## src/rtl/seq_multiplier_ctrl.sv

```systemverilog
// rtl/seq_multiplier_ctrl.sv - unsigned shift-and-add multiplier with IDLE/ADD/SHIFT ASM controller
// Product is {A, Q}; control strobes are decoded from state so sequencing is observable.
module seq_multiplier_ctrl #(
  parameter int WIDTH = 4
) (
  input  logic               clk,
  input  logic               rst,
  input  logic               start,
  input  logic [WIDTH-1:0]   multiplicand,
  input  logic [WIDTH-1:0]   multiplier,
  output logic [2*WIDTH-1:0] product,
  output logic               ready,
  output logic               done,
  output logic               load_regs,
  output logic               add_en,
  output logic               shift_en
);

  localparam int PW = $clog2(WIDTH + 1);

  typedef enum logic [1:0] {
    IDLE  = 2'd0,
    ADD   = 2'd1,
    SHIFT = 2'd2
  } state_t;

  state_t            state;
  state_t            next_state;
  logic [WIDTH-1:0]  a;
  logic [WIDTH-1:0]  q;
  logic [WIDTH-1:0]  b;
  logic              c;
  logic [PW-1:0]     p;
  logic              last_shift;

  assign last_shift = (p == '0);

  always_comb begin
    next_state = IDLE;
    ready      = 1'b0;
    load_regs  = 1'b0;
    add_en     = 1'b0;
    shift_en   = 1'b0;
    case (state)
      IDLE: begin
        ready     = 1'b1;
        load_regs = start;
        next_state = start ? ADD : IDLE;
      end
      ADD: begin
        add_en     = 1'b1;
        next_state = SHIFT;
      end
      SHIFT: begin
        shift_en   = 1'b1;
        next_state = last_shift ? IDLE : ADD;
      end
      default: next_state = IDLE;
    endcase
  end

  always_ff @(posedge clk or posedge rst) begin
    if (rst) begin
      state <= IDLE;
      a     <= '0;
      q     <= '0;
      b     <= '0;
      c     <= 1'b0;
      p     <= '0;
      done  <= 1'b0;
    end else begin
      state <= next_state;
      // p was already decremented by the preceding ADD, so p==0 here means final shift
      done  <= shift_en && last_shift;
      if (load_regs) begin
        b <= multiplicand;
        q <= multiplier;
        a <= '0;
        c <= 1'b0;
        p <= PW'(WIDTH);
      end else if (add_en) begin
        p <= p - 1'b1;
        if (q[0]) begin
          {c, a} <= {1'b0, a} + {1'b0, b};
        end
      end else if (shift_en) begin
        a <= {c, a[WIDTH-1:1]};
        q <= {a[0], q[WIDTH-1:1]};
        c <= 1'b0;
      end
    end
  end

  assign product = {a, q};

endmodule

```

## config.mk

```make
export PLATFORM = sky130hd
export DESIGN_NAME = seq_multiplier_ctrl
export DESIGN_NICKNAME = d
export VERILOG_FILES = /design/src/rtl/seq_multiplier_ctrl.sv
export SDC_FILE = /design/constraint.sdc
export NUM_CORES = 1
export LEC_CHECK = 0
export CAP_MARGIN = 20
export CORE_ASPECT_RATIO = 1.4
export CORE_UTILIZATION = 50
export DETAILED_ROUTE_END_ITERATION = 8
export GPL_ROUTABILITY_DRIVEN = 0
export GPL_TIMING_DRIVEN = 0
export HOLD_SLACK_MARGIN = 0.12
export PLACE_DENSITY = 0.89
export SLEW_MARGIN = 20
export SYNTH_ARGS = -nofsm -noshare
export SYNTH_HDL_FRONTEND = slang
export SYNTH_SLANG_ARGS = --single-unit
```

## constraint.sdc

```tcl
create_clock -name clk -period 2.1 [get_ports clk]
set_input_delay 0.315 -clock clk [delete_from_list [all_inputs] [get_ports clk]]
set_output_delay 0.315 -clock clk [all_outputs]
set_load 0.005 [all_outputs]
```

==> results by group <==
Power and ir drop
  – Worst IR drop on VDD: 729 µV
  – Leakage: 0.587 nW
  – Total power: 1.78 mW
  – Clock share of power: 0.105
  – Switching part of the total: 0.372
  – Reg power frac: 0.352
  – Cell Pwr Density: 1380 nW/µm²
  – Combinational fraction of design power: 0.542
  – Switch Pwr: 663 µW
  – Internal cell power: 1.12 mW

Setup path
  – Worst setup EP type: primary output
  – CP top delay family: buffers and inverters
  – CP max stage delay: 0.56 ns
  – Slowest cell on the critical path: clkdlybuf4s50_1
  – Crit-path cells: clkdlybuf4s50_1 > and2_1 > buf_4 > clkdlybuf4s50_1
  – CP dominant cell by count: clkdlybuf4s50_1
  – Critical Path RT: 1.78 ns
  – Arr. time, crit path: 1.72 ns
  – WS Path Type: in -> out
  – CP Max Fanout: 9
  – Critical Path Source Type: input pin
  – Worst path bufs/invs: 3

Synthesis
  – Syn_area_per_cell: 11.3 µm²
  – Post-synthesis sequential area ratio: 0.469
  – Seq cells post-synth: 19
  – Synth warnings: 0
  – Async SR Flop Fraction: 1.00
  – Post-Syn Nets: 108
  – Post-Synthesis Cell Area: 1010 µm²
  – EDFF count, synth: 0
  – Syn Inst Count: 90
  – Yosys cell types: 32
  – Main synth FF type: dfrtp_1

CTS
  – Clk sinks: 19
  – CTS Buf Count: 3
  – Post-CTS Hold Buffers: 0
  – Post-CTS setup buffer count: 0
  – Max Root-Sink Buffers: 2
  – Post_cts resized: 0
  – Clock Pin Slew Worst Setup and Hold Paths: 0.11 ns
  – H-tree depth: 1
  – Root Driver: clkbuf_4
  – Clock insertion delay at the later pin of the skew report: 0.30 ns
  – CTS tree: yes

Global route
  – Antenna violations before repair: 0
  – Largest net degree at the start of global routing: 20
  – Tot GR Track Use: 0.224
  – Vias in the first global route: 782
  – First-pass GRT wire length: 3.42 mm
  – Gr ovfl total: 0

Finish
  – Antenna Diode Count: 0
  – Post-route cell area: 1290 µm²
  – Fin nets: 136
  – Commonest non-fill, non-tap cell in the layout: clkdlybuf4s50_1
  – Layout cells sized above 1: 0.128
  – Final Non-Filler Cells: 137
  – Commonest non-fill, non-tap cells in the layout: clkdlybuf4s50_1, dfrtp_1, nand2_1, o21ai_0, ha_1
  – Area grow syn2layout: 27.8%

STA
  – Worst setup margin: 0.0634 ns
  – Min Tclk post-route: 2.04 ns
  – Final Skew: 0.00711 ns
  – Slew HR: 0.536
  – Worst slew pin tran: 0.695 ns
  – Setup Viol. Count Final: 0
  – Max Slew Vio Count: 0
  – Hold Violations, Final: 0
  – Final worst-path cycle share: 0.970
  – Fmax: 0.491 GHz
  – RSZ-0062 raised after global routing: no
  – Setup TNS: 0 ns

Die
  – Placeable Area: 1820 µm²
  – Row Count: 18
  – Die area: 2210 µm²
  – Die width: 40.1 µm
  – Initial Util: 0.556
  – Ports: 24
  – Die Height: 55.3 µm

Route
  – DR vias/cell: 5.61
  – Post-route antenna net violation count: 0
  – 1st-iter DRT viols: 8
  – Via count: 768
  – Post-route DRC violation count: 0
  – Routed len/inst: 14.8 µm
  – First-pass DRT Iterations: 4
  – WL final: 2.02 mm

Run
  – Max Cap Violations: 0

Placement
  – Placed insts: 133
  – DP HPWL: 1.53 mm
  – Port buffer count: 23
  – Placed cell area: 1270 µm²
  – Worst slack at placement: 0.0761 ns

Hold path
  – Worst Hold Class: in -> async

Outcome
  – Status: complete, no violations
==> worst reg2reg max path: cells and delay by family (launching register included) <==
kind                     cells  cell delay (ns)
adder cells (fa/ha/maj)      2             0.65
AO/OA/AOI/OAI                2             0.22
XOR/XNOR                     1             0.19
flip-flops                   1             0.43
==> through the flow <==
| step | hold WS, ns | util |
|---|---|---|
| after floorplan | 0.266 | - |
| after global placement | 0.453 | 0.695 |
| after detailed placement | 0.469 | 0.695 |
| after CTS | 0.454 | 0.710 |
| after global routing | 0.510 | 0.710 |
| final | 0.414 | 0.710 |
==> metal layers <==
layer  global-route usage  vias to the layer above  share of wire
met5                    0                        -              0
met1                0.289                      367           0.42
met4                0.128                        0          0.021
li1                     -                      378              -
met2                0.343                       18           0.53
met3               0.0241                        5          0.030
==> flip-flops by register name, summed over array words and instances, names as in the netlist <==
signal  cells
a           4
b           4
c           1
done        1
p           3
q           4
state       2
==> final timing paths <==
path | slack [ns] | startpoint | endpoint | cells after the start
min reg2reg | 0.49 | p[0]$_DFFE_PP0P_ | p[0]$_DFFE_PP0P_ | 2
min | 0.41 | rst | b[2]$_DFFE_PP0P_ | 2
min in group clk | 0.49 | p[0]$_DFFE_PP0P_ | p[0]$_DFFE_PP0P_ | 2
max | 0.06 | start | load_regs | 4
max reg2reg | 0.51 | a[0]$_DFFE_PP0P_ | a[2]$_DFFE_PP0P_ | 5
max in group asynchronous | 1.24 | rst | done$_DFF_PP0_ | 2
==> area by class of cell <==
cell class              instances  area, µm²
fillers                       140        529
multi-input cells              63        485
flip-flops and latches         19        475
repair buffers                 23        230
plain buffers                   4       37.5
clock buffers                   4       26.3
well taps                      20       25.0
inverters                       4       15.0
==> power by group through the flow <==
stage | clock network [mW] | logic [mW] | registers, mW
floorplan | 0 | 0.631 | 0.614
global placement | 0 | 0.928 | 0.625
detailed placement | 0 | 0.975 | 0.636
CTS | 0.187 | 0.979 | 0.628
global route | 0.201 | 1.09 | 0.652
finish | 0.188 | 0.968 | 0.628
==> cell usage after synthesis (3+ instances only) <==
library cell / number / share of area
ha_1: 6 / 0.074
o21ai_0: 6 / 0.030
nand2_1: 7 / 0.026
o31ai_1: 3 / 0.022
a22oi_1: 5 / 0.037
inv_1: 4 / 0.015
dfrtp_1: 19 / 0.47
nand3_1: 4 / 0.020
mux2_2: 4 / 0.044
==> cell families (layout without fill, tap and decap cells) <==
family	after synthesis	after routing	synth area share
adder cells (fa/ha/maj)	7	7	0.0938
buffers and inverters	8	35	0.0518
AND/OR/NAND/NOR	23	23	0.125
flip-flops	19	19	0.469
XOR/XNOR	1	1	0.00864
multiplexers	6	6	0.0642
AO/OA/AOI/OAI	26	26	0.188
Note: power is estimated with default switching activity, not from simulation.
